File: config.mk
export PLATFORM = sky130hd
export DESIGN_NAME = uart_peripheral
export DESIGN_NICKNAME = d
export VERILOG_FILES = /design/src/rtl/uart_peripheral.sv
export SDC_FILE = /design/constraint.sdc
export NUM_CORES = 1
export LEC_CHECK = 0
export CORE_ASPECT_RATIO = 1.5
export CORE_MARGIN = 5
export CORE_UTILIZATION = 42
export CTS_CLUSTER_SIZE = 25
export DETAILED_ROUTE_END_ITERATION = 8
export PLACE_DENSITY = 0.72
export SYNTH_ARGS = -nofsm -noshare
export SYNTH_HDL_FRONTEND = slang
export SYNTH_SLANG_ARGS = --single-unit
File: constraint.sdc
create_clock -name clk -period 3.3 [get_ports clk]
set_clock_uncertainty 0.05 [all_clocks]
set_input_delay 0.66 -clock clk [delete_from_list [all_inputs] [get_ports clk]]
set_output_delay 0.66 -clock clk [all_outputs]
set_load 0.1 [all_outputs]
File: src/rtl/uart_peripheral.sv
// Memory-mapped UART: TX/RX byte FIFOs, 8N1 framing and sticky status flags.
// Each accepted bus request is answered by a one-cycle response on the next clock.
module uart_peripheral #(
  parameter int CLOCK_FREQ  = 25000000,
  parameter int BIT_RATE    = 9600,
  parameter int BUFFER_SIZE = 8
) (
  input  logic        clk,
  input  logic        reset,
  input  logic        read,
  input  logic        write,
  input  logic [31:0] address,
  input  logic [31:0] write_data,
  output logic [31:0] read_data,
  output logic        response,
  input  logic        rx,
  output logic        tx
);
  localparam int CPB  = CLOCK_FREQ / BIT_RATE;
  localparam int AW   = $clog2(BUFFER_SIZE);
  localparam int CNTW = AW + 1;
  localparam int CW   = $clog2(CPB);
  localparam logic [CW-1:0]   BIT_END  = CW'(CPB - 1);
  localparam logic [CW-1:0]   HALF_END = CW'(CPB / 2 - 1);
  localparam logic [CW-1:0]   TICK0    = CW'(0);
  localparam logic [CNTW-1:0] DEPTH    = CNTW'(BUFFER_SIZE);
  localparam logic [CNTW-1:0] CNT0     = CNTW'(0);

  typedef enum logic [1:0] {S_IDLE = 2'd0, S_START = 2'd1, S_DATA = 2'd2, S_STOP = 2'd3} state_e;

  logic            resp_q, resp_d;
  logic [31:0]     rdata_q, rdata_d;
  logic [7:0]      tx_mem_q [BUFFER_SIZE];
  logic [7:0]      rx_mem_q [BUFFER_SIZE];
  logic [AW-1:0]   tx_wptr_q, tx_wptr_d, tx_rptr_q, tx_rptr_d;
  logic [AW-1:0]   rx_wptr_q, rx_wptr_d, rx_rptr_q, rx_rptr_d;
  logic [CNTW-1:0] tx_cnt_q, tx_cnt_d, rx_cnt_q, rx_cnt_d;
  logic            tx_ovf_q, tx_ovf_d, rx_ovr_q, rx_ovr_d, ferr_q, ferr_d;
  state_e          tx_state_q, tx_state_d, rx_state_q, rx_state_d;
  logic [CW-1:0]   tx_tick_q, tx_tick_d, rx_tick_q, rx_tick_d;
  logic [2:0]      tx_bit_q, tx_bit_d, rx_bit_q, rx_bit_d;
  logic [7:0]      tx_shift_q, tx_shift_d, rx_shift_q, rx_shift_d;
  logic            tx_q, tx_d;
  logic            rx_sync1_q, rx_sync2_q, rx_prev_q;

  logic        accept_s, wr_s, rd_s, sts_wr_s;
  logic        tx_push_s, tx_pop_s, tx_push_ok_s, tx_full_s;
  logic        rx_push_s, rx_pop_s, rx_push_ok_s, rx_full_s, ferr_set_s, rx_fall_s;
  logic [31:0] status_s, rmux_s;
  logic        unused_bits_s;

  assign unused_bits_s = ^{address[31:4], address[1:0], write_data[31:8]};
  assign response  = resp_q;
  assign read_data = rdata_q;
  assign tx        = tx_q;

  // Bus decode and read-data mux; status reflects pre-update state.
  always_comb begin
    accept_s  = (read | write) & ~resp_q;
    wr_s      = accept_s & write;
    rd_s      = accept_s & ~write;
    tx_push_s = wr_s & (address[3:2] == 2'd0);
    sts_wr_s  = wr_s & (address[3:2] == 2'd2);
    rx_pop_s  = rd_s & (address[3:2] == 2'd1) & (rx_cnt_q != CNT0);
    tx_full_s = (tx_cnt_q == DEPTH);
    rx_full_s = (rx_cnt_q == DEPTH);
    status_s  = {24'd0, tx_state_q != S_IDLE, tx_ovf_q, ferr_q, rx_ovr_q,
                 rx_full_s, rx_cnt_q == CNT0, tx_cnt_q == CNT0, tx_full_s};
    case (address[3:2])
      2'd1:    rmux_s = (rx_cnt_q != CNT0) ? {24'd0, rx_mem_q[rx_rptr_q]} : 32'd0;
      2'd2:    rmux_s = status_s;
      default: rmux_s = 32'd0;
    endcase
    resp_d  = accept_s;
    rdata_d = rd_s ? rmux_s : 32'd0;
  end

  // FIFO bookkeeping and sticky flags; a pop frees the slot for a same-cycle push.
  always_comb begin
    tx_push_ok_s = tx_push_s & (~tx_full_s | tx_pop_s);
    rx_push_ok_s = rx_push_s & (~rx_full_s | rx_pop_s);
    tx_wptr_d = tx_push_ok_s ? tx_wptr_q + AW'(1) : tx_wptr_q;
    tx_rptr_d = tx_pop_s ? tx_rptr_q + AW'(1) : tx_rptr_q;
    rx_wptr_d = rx_push_ok_s ? rx_wptr_q + AW'(1) : rx_wptr_q;
    rx_rptr_d = rx_pop_s ? rx_rptr_q + AW'(1) : rx_rptr_q;
    tx_cnt_d  = tx_cnt_q + CNTW'(tx_push_ok_s) - CNTW'(tx_pop_s);
    rx_cnt_d  = rx_cnt_q + CNTW'(rx_push_ok_s) - CNTW'(rx_pop_s);
    tx_ovf_d  = (tx_push_s & ~tx_push_ok_s) | (tx_ovf_q & ~(sts_wr_s & write_data[6]));
    rx_ovr_d  = (rx_push_s & ~rx_push_ok_s) | (rx_ovr_q & ~(sts_wr_s & write_data[4]));
    ferr_d    = ferr_set_s | (ferr_q & ~(sts_wr_s & write_data[5]));
  end

  // TX framer; the line level is derived from the next state so it aligns with it.
  always_comb begin
    tx_state_d = tx_state_q;
    tx_tick_d  = tx_tick_q + CW'(1);
    tx_bit_d   = tx_bit_q;
    tx_shift_d = tx_shift_q;
    tx_pop_s   = 1'b0;
    case (tx_state_q)
      S_IDLE: begin
        tx_tick_d = TICK0;
        if (tx_cnt_q != CNT0) begin
          tx_pop_s   = 1'b1;
          tx_shift_d = tx_mem_q[tx_rptr_q];
          tx_state_d = S_START;
        end else begin
          tx_state_d = S_IDLE;
        end
      end
      S_START: begin
        if (tx_tick_q == BIT_END) begin
          tx_tick_d  = TICK0;
          tx_bit_d   = 3'd0;
          tx_state_d = S_DATA;
        end else begin
          tx_state_d = S_START;
        end
      end
      S_DATA: begin
        if (tx_tick_q == BIT_END) begin
          tx_tick_d  = TICK0;
          tx_shift_d = {1'b0, tx_shift_q[7:1]};
          tx_bit_d   = tx_bit_q + 3'd1;
          tx_state_d = (tx_bit_q == 3'd7) ? S_STOP : S_DATA;
        end else begin
          tx_state_d = S_DATA;
        end
      end
      S_STOP: begin
        if (tx_tick_q == BIT_END) begin
          tx_tick_d = TICK0;
          if (tx_cnt_q != CNT0) begin
            tx_pop_s   = 1'b1;
            tx_shift_d = tx_mem_q[tx_rptr_q];
            tx_state_d = S_START;
          end else begin
            tx_state_d = S_IDLE;
          end
        end else begin
          tx_state_d = S_STOP;
        end
      end
      default: tx_state_d = S_IDLE;
    endcase
    case (tx_state_d)
      S_START: tx_d = 1'b0;
      S_DATA:  tx_d = tx_shift_d[0];
      default: tx_d = 1'b1;
    endcase
  end

  // RX deframer: start bit is checked at its mid-point, later samples one bit apart.
  always_comb begin
    rx_fall_s  = rx_prev_q & ~rx_sync2_q;
    rx_state_d = rx_state_q;
    rx_tick_d  = rx_tick_q + CW'(1);
    rx_bit_d   = rx_bit_q;
    rx_shift_d = rx_shift_q;
    rx_push_s  = 1'b0;
    ferr_set_s = 1'b0;
    case (rx_state_q)
      S_IDLE: begin
        rx_tick_d  = TICK0;
        rx_state_d = rx_fall_s ? S_START : S_IDLE;
      end
      S_START: begin
        if (rx_tick_q == HALF_END) begin
          rx_tick_d  = TICK0;
          rx_bit_d   = 3'd0;
          rx_state_d = rx_sync2_q ? S_IDLE : S_DATA;
        end else begin
          rx_state_d = S_START;
        end
      end
      S_DATA: begin
        if (rx_tick_q == BIT_END) begin
          rx_tick_d  = TICK0;
          rx_shift_d = {rx_sync2_q, rx_shift_q[7:1]};
          rx_bit_d   = rx_bit_q + 3'd1;
          rx_state_d = (rx_bit_q == 3'd7) ? S_STOP : S_DATA;
        end else begin
          rx_state_d = S_DATA;
        end
      end
      S_STOP: begin
        if (rx_tick_q == BIT_END) begin
          rx_tick_d  = TICK0;
          rx_push_s  = rx_sync2_q;
          ferr_set_s = ~rx_sync2_q;
          rx_state_d = S_IDLE;
        end else begin
          rx_state_d = S_STOP;
        end
      end
      default: rx_state_d = S_IDLE;
    endcase
  end

  // FIFO storage needs no reset: occupancy is tracked by the counters.
  always_ff @(posedge clk) begin
    if (tx_push_ok_s) tx_mem_q[tx_wptr_q] <= write_data[7:0];
    if (rx_push_ok_s) rx_mem_q[rx_wptr_q] <= rx_shift_q;
  end

  // State registers, including the rx synchronizer held at idle level in reset.
  always_ff @(posedge clk or negedge reset) begin
    if (!reset) begin
      resp_q     <= 1'b0;
      rdata_q    <= 32'd0;
      tx_wptr_q  <= AW'(0);
      tx_rptr_q  <= AW'(0);
      rx_wptr_q  <= AW'(0);
      rx_rptr_q  <= AW'(0);
      tx_cnt_q   <= CNT0;
      rx_cnt_q   <= CNT0;
      tx_ovf_q   <= 1'b0;
      rx_ovr_q   <= 1'b0;
      ferr_q     <= 1'b0;
      tx_state_q <= S_IDLE;
      rx_state_q <= S_IDLE;
      tx_tick_q  <= TICK0;
      rx_tick_q  <= TICK0;
      tx_bit_q   <= 3'd0;
      rx_bit_q   <= 3'd0;
      tx_shift_q <= 8'd0;
      rx_shift_q <= 8'd0;
      tx_q       <= 1'b1;
      rx_sync1_q <= 1'b1;
      rx_sync2_q <= 1'b1;
      rx_prev_q  <= 1'b1;
    end else begin
      resp_q     <= resp_d;
      rdata_q    <= rdata_d;
      tx_wptr_q  <= tx_wptr_d;
      tx_rptr_q  <= tx_rptr_d;
      rx_wptr_q  <= rx_wptr_d;
      rx_rptr_q  <= rx_rptr_d;
      tx_cnt_q   <= tx_cnt_d;
      rx_cnt_q   <= rx_cnt_d;
      tx_ovf_q   <= tx_ovf_d;
      rx_ovr_q   <= rx_ovr_d;
      ferr_q     <= ferr_d;
      tx_state_q <= tx_state_d;
      rx_state_q <= rx_state_d;
      tx_tick_q  <= tx_tick_d;
      rx_tick_q  <= rx_tick_d;
      tx_bit_q   <= tx_bit_d;
      rx_bit_q   <= rx_bit_d;
      tx_shift_q <= tx_shift_d;
      rx_shift_q <= rx_shift_d;
      tx_q       <= tx_d;
      rx_sync1_q <= rx;
      rx_sync2_q <= rx_sync1_q;
      rx_prev_q  <= rx_sync2_q;
    end
  end
endmodule
==> results of run 1 <==
-- area by class of cell --
type / instances / area, sq um
fillers: 1889 / 11400
flip-flops and latches: 214 / 6000
multi-input cells: 380 / 3180
clock buffers: 23 / 533
repair buffers: 54 / 450
well taps: 276 / 345
clock inverters: 13 / 250
inverters: 31 / 116
-- routing by layer --
layer | wire [um] | up-vias | track usage
li1 | - | 2451 | -
met1 | 6510 | 2619 | 0.153
met2 | 9890 | 80 | 0.271
met3 | 548 | 29 | 0.0187
met4 | 320 | 0 | 0.0378
met5 | 0 | - | 0
-- layout by cell type (no fill, tap or decap), types with 4 or more instances in the layout --
cell type / n
clkbuf_16: 21
a21oi_1: 19
and3_1: 8
inv_1: 31
mux2i_1: 18
clkdlybuf4s50_1: 13
xor2_1: 12
mux2_2: 11
nand2b_1: 5
ha_1: 31
buf_4: 40
conb_1: 24
a22oi_1: 6
nor3_1: 9
edfxtp_1: 128
nand2_1: 20
o21ai_0: 16
dfstp_2: 4
xnor2_1: 21
mux4_2: 32
nor2_1: 67
nand3_1: 14
bufinv_16: 7
nand3b_1: 4
dfrtp_1: 82
nor4_1: 5
nand4_1: 5
-- state kept, by name, summed over array words and instances (netlist names), 3 cells and up --
signal	flops
tx_shift_q	8
rx_mem_q	64
rx_wptr_q	3
tx_rptr_q	3
tx_tick_q	12
rx_tick_q	12
rx_shift_q	8
tx_cnt_q	4
rx_rptr_q	3
rx_bit_q	3
rx_cnt_q	4
tx_mem_q	64
tx_bit_q	3
tx_wptr_q	3
read_data	8
-- cells by family (layout without fill, tap and decap cells) --
group	after synthesis	after routing
AND/OR/NAND/NOR	160	160
XOR/XNOR	33	33
other	1	24
AO/OA/AOI/OAI	68	68
buffers and inverters	74	121
multiplexers	62	62
adder cells (fa/ha/maj)	33	33
flip-flops	214	214
-- cells in the mapped netlist (6+ instances only) --
library cell	n
edfxtp_1	128
dfrtp_1	82
nor2_1	67
mux4_2	32
ha_1	31
inv_1	31
buf_4	26
xnor2_1	21
nand2_1	20
a21oi_1	19
mux2i_1	18
o21ai_0	16
nand3_1	14
xor2_1	12
mux2_2	11
clkbuf_1	10
nor3_1	9
and3_1	8
a22oi_1	6
buf_2	6
-- stage by stage --
| stage | cell area, sq um | setup WS (ns) |
|---|---|---|
| floorplan | 9560 | 0.189 |
| global placement | 10100 | -0.00284 |
| detailed placement | 10100 | -0.0562 |
| CTS | 10900 | 0.334 |
| global route | 10900 | 0.162 |
| finish | 10900 | 0.355 |
-- report_power, final --
| group | leakage [uW] | total, uW | internal (uW) | switching, uW |
|---|---|---|---|---|
| Sequential | 0.00242 | 3210 | 2990 | 215 |
| Clock | 0.000382 | 2700 | 1720 | 984 |
| Combinational | 0.00157 | 925 | 391 | 534 |
-- worst max-delay path by stage --
stage,start,to,slack [ns],cells past startpoint
5_1_grt,tx_tick_q[0],tx_cnt_q[2],0.16,11
4_1_cts,tx_tick_q[0],tx_cnt_q[2],0.33,11
2_1_floorplan,response,rx_mem_q[4][0],0.19,5
3_3_place_gp,read,rx_cnt_q[1],-0.003,10
3_5_place_dp,read,rx_mem_q[4][6],-0.06,8
6_report,tx_tick_q[0],tx_cnt_q[2],0.36,11
-- critical path: cells and delay by family, from the launching register on --
kind,cells,cell delay [ns]
adder cells (fa/ha/maj),4,1.03
AO/OA/AOI/OAI,2,0.58
AND/OR/NAND/NOR,2,0.54
flip-flops,1,0.38
XOR/XNOR,1,0.14
buffers and inverters,2,0.11
==> flow_metrics.py, run 1 <==
metrics = {
    "status": {
        "outcome": "complete, no violations",
    },
    "sta": {
        "maxSlewViolCount": 0,
        "finalSetupViolations": 0,
        "setup_tns_ns": 0,
        "rsz0062_at_grt": "false",
        "worst_pin_slew_ns": 0.787,
        "max_slew_margin": 0.476,
        "fmax_mhz": 340,
        "hold_ws_ns": 0.158,
        "period_minus_slack_ns": 2.94,
        "period_share": 0.892,
        "hold_viol": 0,
    },
    "placed_design": {
        "dp_cells": 955,
        "place_congestion": 0.797,
        "io_buffers": 24,
        "dp_hpwl_um": 12100,
    },
    "clock_tree": {
        "numCtsBuffers": 20,
        "cts_hold_buffers": 0,
        "clk_latency_ns": 0.49,
        "cts_buffer_depth": 3,
        "h-tree-depth": 1,
        "cts_tree": "yes",
        "clk_pin_slew_worst_paths_ns": 0.07,
        "cts_root_buf": "clkbuf_16",
        "clock_sinks": 214,
        "cts_setup_buffers": 0,
        "cts_resized": 0,
    },
    "global_routing": {
        "grt_pass1_vias": 5533,
        "grt_max_degree": 53,
        "antenna_found_initial": 0,
        "grt_usage": 0.138,
        "grt_pass1_wl_um": 28800,
        "grt_overflow": 0,
    },
    "synthesis": {
        "synth_fa_ha_area_frac": 0.0452,
        "ys_ff_latch": 214,
        "synth_top_family_by_area": "multiplexers",
        "syn_inst": 645,
        "yosysTopAreaCellShare": 0.406,
        "synthTopCellsByArea": "edfxtp_1 (41%), dfrtp_1 (22%), mux4_2 (7.6%)",
        "synth_top_cell_by_area": "edfxtp_1",
        "synth_compound_area_frac": 0.0514,
        "yosys_warnings": 0,
        "syn_avg_cell_area_sq_um": 14.7,
        "synth_ff_type": "edfxtp_1",
        "synth.distinct_cells": 65,
        "yosys.area_share.simple": 0.0891,
        "synth.area.mux_share": 0.110,
        "yosysSeqAreaShare": 0.633,
        "synth_area_sq_um": 9480,
        "synthXorXnorAreaFrac": 0.0305,
        "synthArstFlopShare": 0.402,
        "synth_edf_count": 128,
    },
    "floorplanning": {
        "die_h_um": 194,
        "fp.dieW_um": 133,
        "dieArea_sq_um": 25700,
        "core_area_sq_um": 22300,
        "rows": 67,
        "initial_core_util": 0.425,
        "ios": 103,
    },
    "power_and_ir_drop": {
        "p_leak_uw": 0.00436,
        "vdd_drop_max_v": 0.000511,
        "power_density_nw_per_um2": 628,
        "finalPower_uw": 6830,
    },
    "worst_setup_path": {
        "worstPathRequired_ns": 3.63,
        "critPathMaxStageDelay_ns": 0.38,
        "endpoint_kind": "flop",
        "reg2reg_slack_ns": 0.36,
        "cp.arrival_ns": 3.27,
        "path_cells": "ha_1 -> and4b_1 -> a41oi_4 -> o31ai_4 -> nand2_2 -> ha_1 -> inv_1 -> ha_1 -> inv_1 -> fa_1 -> xnor2_1",
        "r2r-start": "tx_tick_q[0]",
        "rr_endpoint": "tx_cnt_q[2]",
        "crit_type": "flop to flop",
        "path_max_fanout": 7,
        "cpMaxStageDelayCell": "dfrtp_1",
        "ff2ff_path_depth": 11,
        "cp_common_cell": "ha_1",
        "critPathLaunchType": "flop",
    },
    "detailed_routing": {
        "first_iter_violations": 255,
        "wire_per_inst_um": 17.4,
        "firstDrtPassIters": 4,
        "via_count": 5179,
        "ant_nets": 0,
        "vias_per_cell": 5.23,
        "drcViolationCount": 0,
        "routed_wl_um": 17300,
    },
    "job": {
        "max-cap-violations": 0,
    },
    "finish": {
        "utilization": 0.488,
        "area_delta_synth_final_pct": 14.8,
        "fin_nets": 803,
        "diodes": 0,
        "fin_cells": 991,
        "drive_above_1_share": 0.196,
    },
    "min_path": {
        "hp-class": "input pin to asynchronous set/reset pin",
    },
}
(Power assumes the default switching activity.)
==> run 2: changes to the inputs <==
--- a/config.mk
+++ b/config.mk
@@ -5,8 +5,8 @@
 export SDC_FILE = /design/constraint.sdc
 export NUM_CORES = 1
 export LEC_CHECK = 0
+export ABC_AREA = 0
 export CORE_ASPECT_RATIO = 1.5
-export CORE_MARGIN = 5
 export CORE_UTILIZATION = 42
 export CTS_CLUSTER_SIZE = 25
 export DETAILED_ROUTE_END_ITERATION = 8
==> run 2 against run 1 <==
Net effect:
- worst setup slack better by 0.090 ns
- sequential share of layout area is 0.32 points higher
- critical path type unchanged
- power is 4.3% lower
- critical endpoint unchanged
- via count is 1.1% higher
- global-route usage is 1.2 points higher
- non-clock buffer count is 5 higher
- flip-flop and latch count stayed put
==> flow_metrics.py, run 2 (synthesized netlist as in run 1, its figures left out) <==
metrics = {
    "power_and_ir_drop": {
        "p_int_uw": 4820,
        "pwr-share-comb": 0.141,
        "p_leak_uw": 0.00435,
        "sw_frac_of_total": 0.263,
        "power_density_nw_per_um2": 605,
        "clock_power_share": 0.367,
        "p_sw_uw": 1720,
        "vdd_drop_max_v": 0.000466,
        "finalPower_uw": 6540,
        "p_seq_frac": 0.492,
    },
    "detailed_routing": {
        "vias_per_cell": 5.28,
        "first_iter_violations": 314,
        "via_count": 5237,
        "drcViolationCount": 0,
        "wire_per_inst_um": 17.1,
        "routed_wl_um": 17000,
        "firstDrtPassIters": 6,
        "ant_nets": 0,
    },
    "clock_tree": {
        "cts_resized": 0,
        "cts_setup_buffers": 0,
        "clock_sinks": 214,
        "cts_buffer_depth": 3,
        "cts_tree": "yes",
        "clk_pin_slew_worst_paths_ns": 0.07,
        "cts_hold_buffers": 0,
        "h-tree-depth": 1,
        "cts_root_buf": "clkbuf_16",
        "clk_latency_ns": 0.49,
        "numCtsBuffers": 20,
    },
    "finish": {
        "layout_commonest_cell": "edfxtp_1",
        "final_cell_mix": "edfxtp_1 (128), dfrtp_1 (82), nor2_1 (67), buf_4 (46), mux4_2 (32)",
        "utilization": 0.494,
        "drive_above_1_share": 0.204,
        "fin_nets": 808,
        "reg_top3": "rx_mem_q (64), tx_mem_q (64)",
        "area_delta_synth_final_pct": 14.1,
        "diodes": 0,
    },
    "sta": {
        "worst_pin_slew_ns": 0.842,
        "setup_tns_ns": 0,
        "rsz0062_at_grt": "false",
        "finalSetupViolations": 0,
        "maxSlewViolCount": 0,
        "period_share": 0.865,
        "fmax_mhz": 350,
        "max_slew_margin": 0.439,
        "hold_viol": 0,
        "period_minus_slack_ns": 2.86,
    },
    "global_routing": {
        "antenna_found_initial": 0,
        "grt_usage": 0.150,
        "grt_overflow": 0,
        "grt_pass1_wl_um": 27500,
        "grt_pass1_vias": 5194,
        "grt_max_degree": 44,
    },
    "floorplanning": {
        "dieArea_sq_um": 23200,
        "fp.dieW_um": 125,
        "ios": 103,
        "initial_core_util": 0.433,
        "die_h_um": 186,
        "rows": 66,
        "core_area_sq_um": 21900,
    },
    "placed_design": {
        "io_buffers": 24,
        "place_congestion": 0.775,
        "dp_hpwl_um": 11700,
    },
    "worst_setup_path": {
        "ff2ff_path_depth": 11,
        "path_max_fanout": 6,
        "reg2reg_slack_ns": 0.44,
        "cp.arrival_ns": 3.17,
        "worstPathRequired_ns": 3.61,
        "rr_endpoint": "tx_cnt_q[2]",
        "crit_type": "flop to flop",
        "r2r-start": "tx_tick_q[0]",
        "endpoint_kind": "flop",
        "critPathLaunchType": "flop",
    },
    "job": {
        "max-cap-violations": 0,
    },
    "status": {
        "outcome": "complete, no violations",
    },
    "min_path": {
        "hp-class": "input pin to asynchronous set/reset pin",
    },
}
[run 2: cell count changes in the layout (fill, tap and decap cells not counted), sizes merged]
cell and delta:
buf +5, inv +1, clkinv +1, clkinvlp +1, bufinv -4
[run 2: power by group through the flow]
stage,Combinational (uW),Sequential [uW],Clock (uW)
after floorplan,789,3180,0
after detailed placement,930,3270,0
after CTS,938,3220,2460
after global placement,908,3260,0
final,925,3220,2400
after global routing,1030,3250,2560
[run 2: worst max-delay path, cell delays in order, from the launching register on]
cell     delay (ns)
dfrtp_1        0.38
ha_1           0.21
and4b_1        0.35
a41oi_4        0.23
o31ai_4        0.35
nand2_2        0.10
ha_1           0.28
inv_1          0.05
ha_1           0.15
inv_1          0.06
fa_1           0.37
xnor2_1        0.13
[run 2: worst max-delay path by stage]
stage / from / end / slack (ns) / cells after the start
5_1_grt: tx_tick_q[0] / tx_cnt_q[2] / 0.32 / 11
4_1_cts: tx_tick_q[0] / tx_cnt_q[2] / 0.43 / 11
2_1_floorplan: response / rx_mem_q[4][0] / 0.19 / 5
3_3_place_gp: read / rx_cnt_q[1] / 0.04 / 10
6_report: tx_tick_q[0] / tx_cnt_q[2] / 0.44 / 11
3_5_place_dp: read / rx_cnt_q[2] / -0.02 / 10
[run 2: routing by layer]
layer,track usage,routed length [um]
met1,0.185,7030
met2,0.270,8910
met3,0.0230,664
met4,0.0492,384
met5,0,0
[run 2: cell type report]
cell class / count / area (sq um)
fill: 1810 / 11100
clock inverter: 12 / 141
multi-input combinational: 380 / 3180
tap: 272 / 340
clock buffer: 23 / 553
inverter: 31 / 116
timing repair buffer: 59 / 475
sequential: 214 / 6000
[run 2: stage by stage]
| stage | cells | worst slack, ns | hold WS (ns) | area, sq um |
|---|---|---|---|---|
| detailed placement | 956 | -0.0155 | 0.339 | 10100 |
| CTS | 991 | 0.434 | 0.131 | 10800 |
| finish | 991 | 0.445 | 0.118 | 10800 |
| global placement | 956 | 0.0404 | 0.340 | 10100 |
| floorplan | 668 | 0.189 | 0.295 | 9560 |
| global route | 991 | 0.317 | 0.152 | 10800 |
==> run 3: changes to the inputs <==
--- a/config.mk
+++ b/config.mk
@@ -6,6 +6,7 @@
 export NUM_CORES = 1
 export LEC_CHECK = 0
 export ABC_AREA = 0
+export CAP_MARGIN = 15
 export CORE_ASPECT_RATIO = 1.5
 export CORE_UTILIZATION = 42
 export CTS_CLUSTER_SIZE = 25
==> results of run 3 <==
Same layout as run 2: the final DEF is identical, and so are final timing and power.
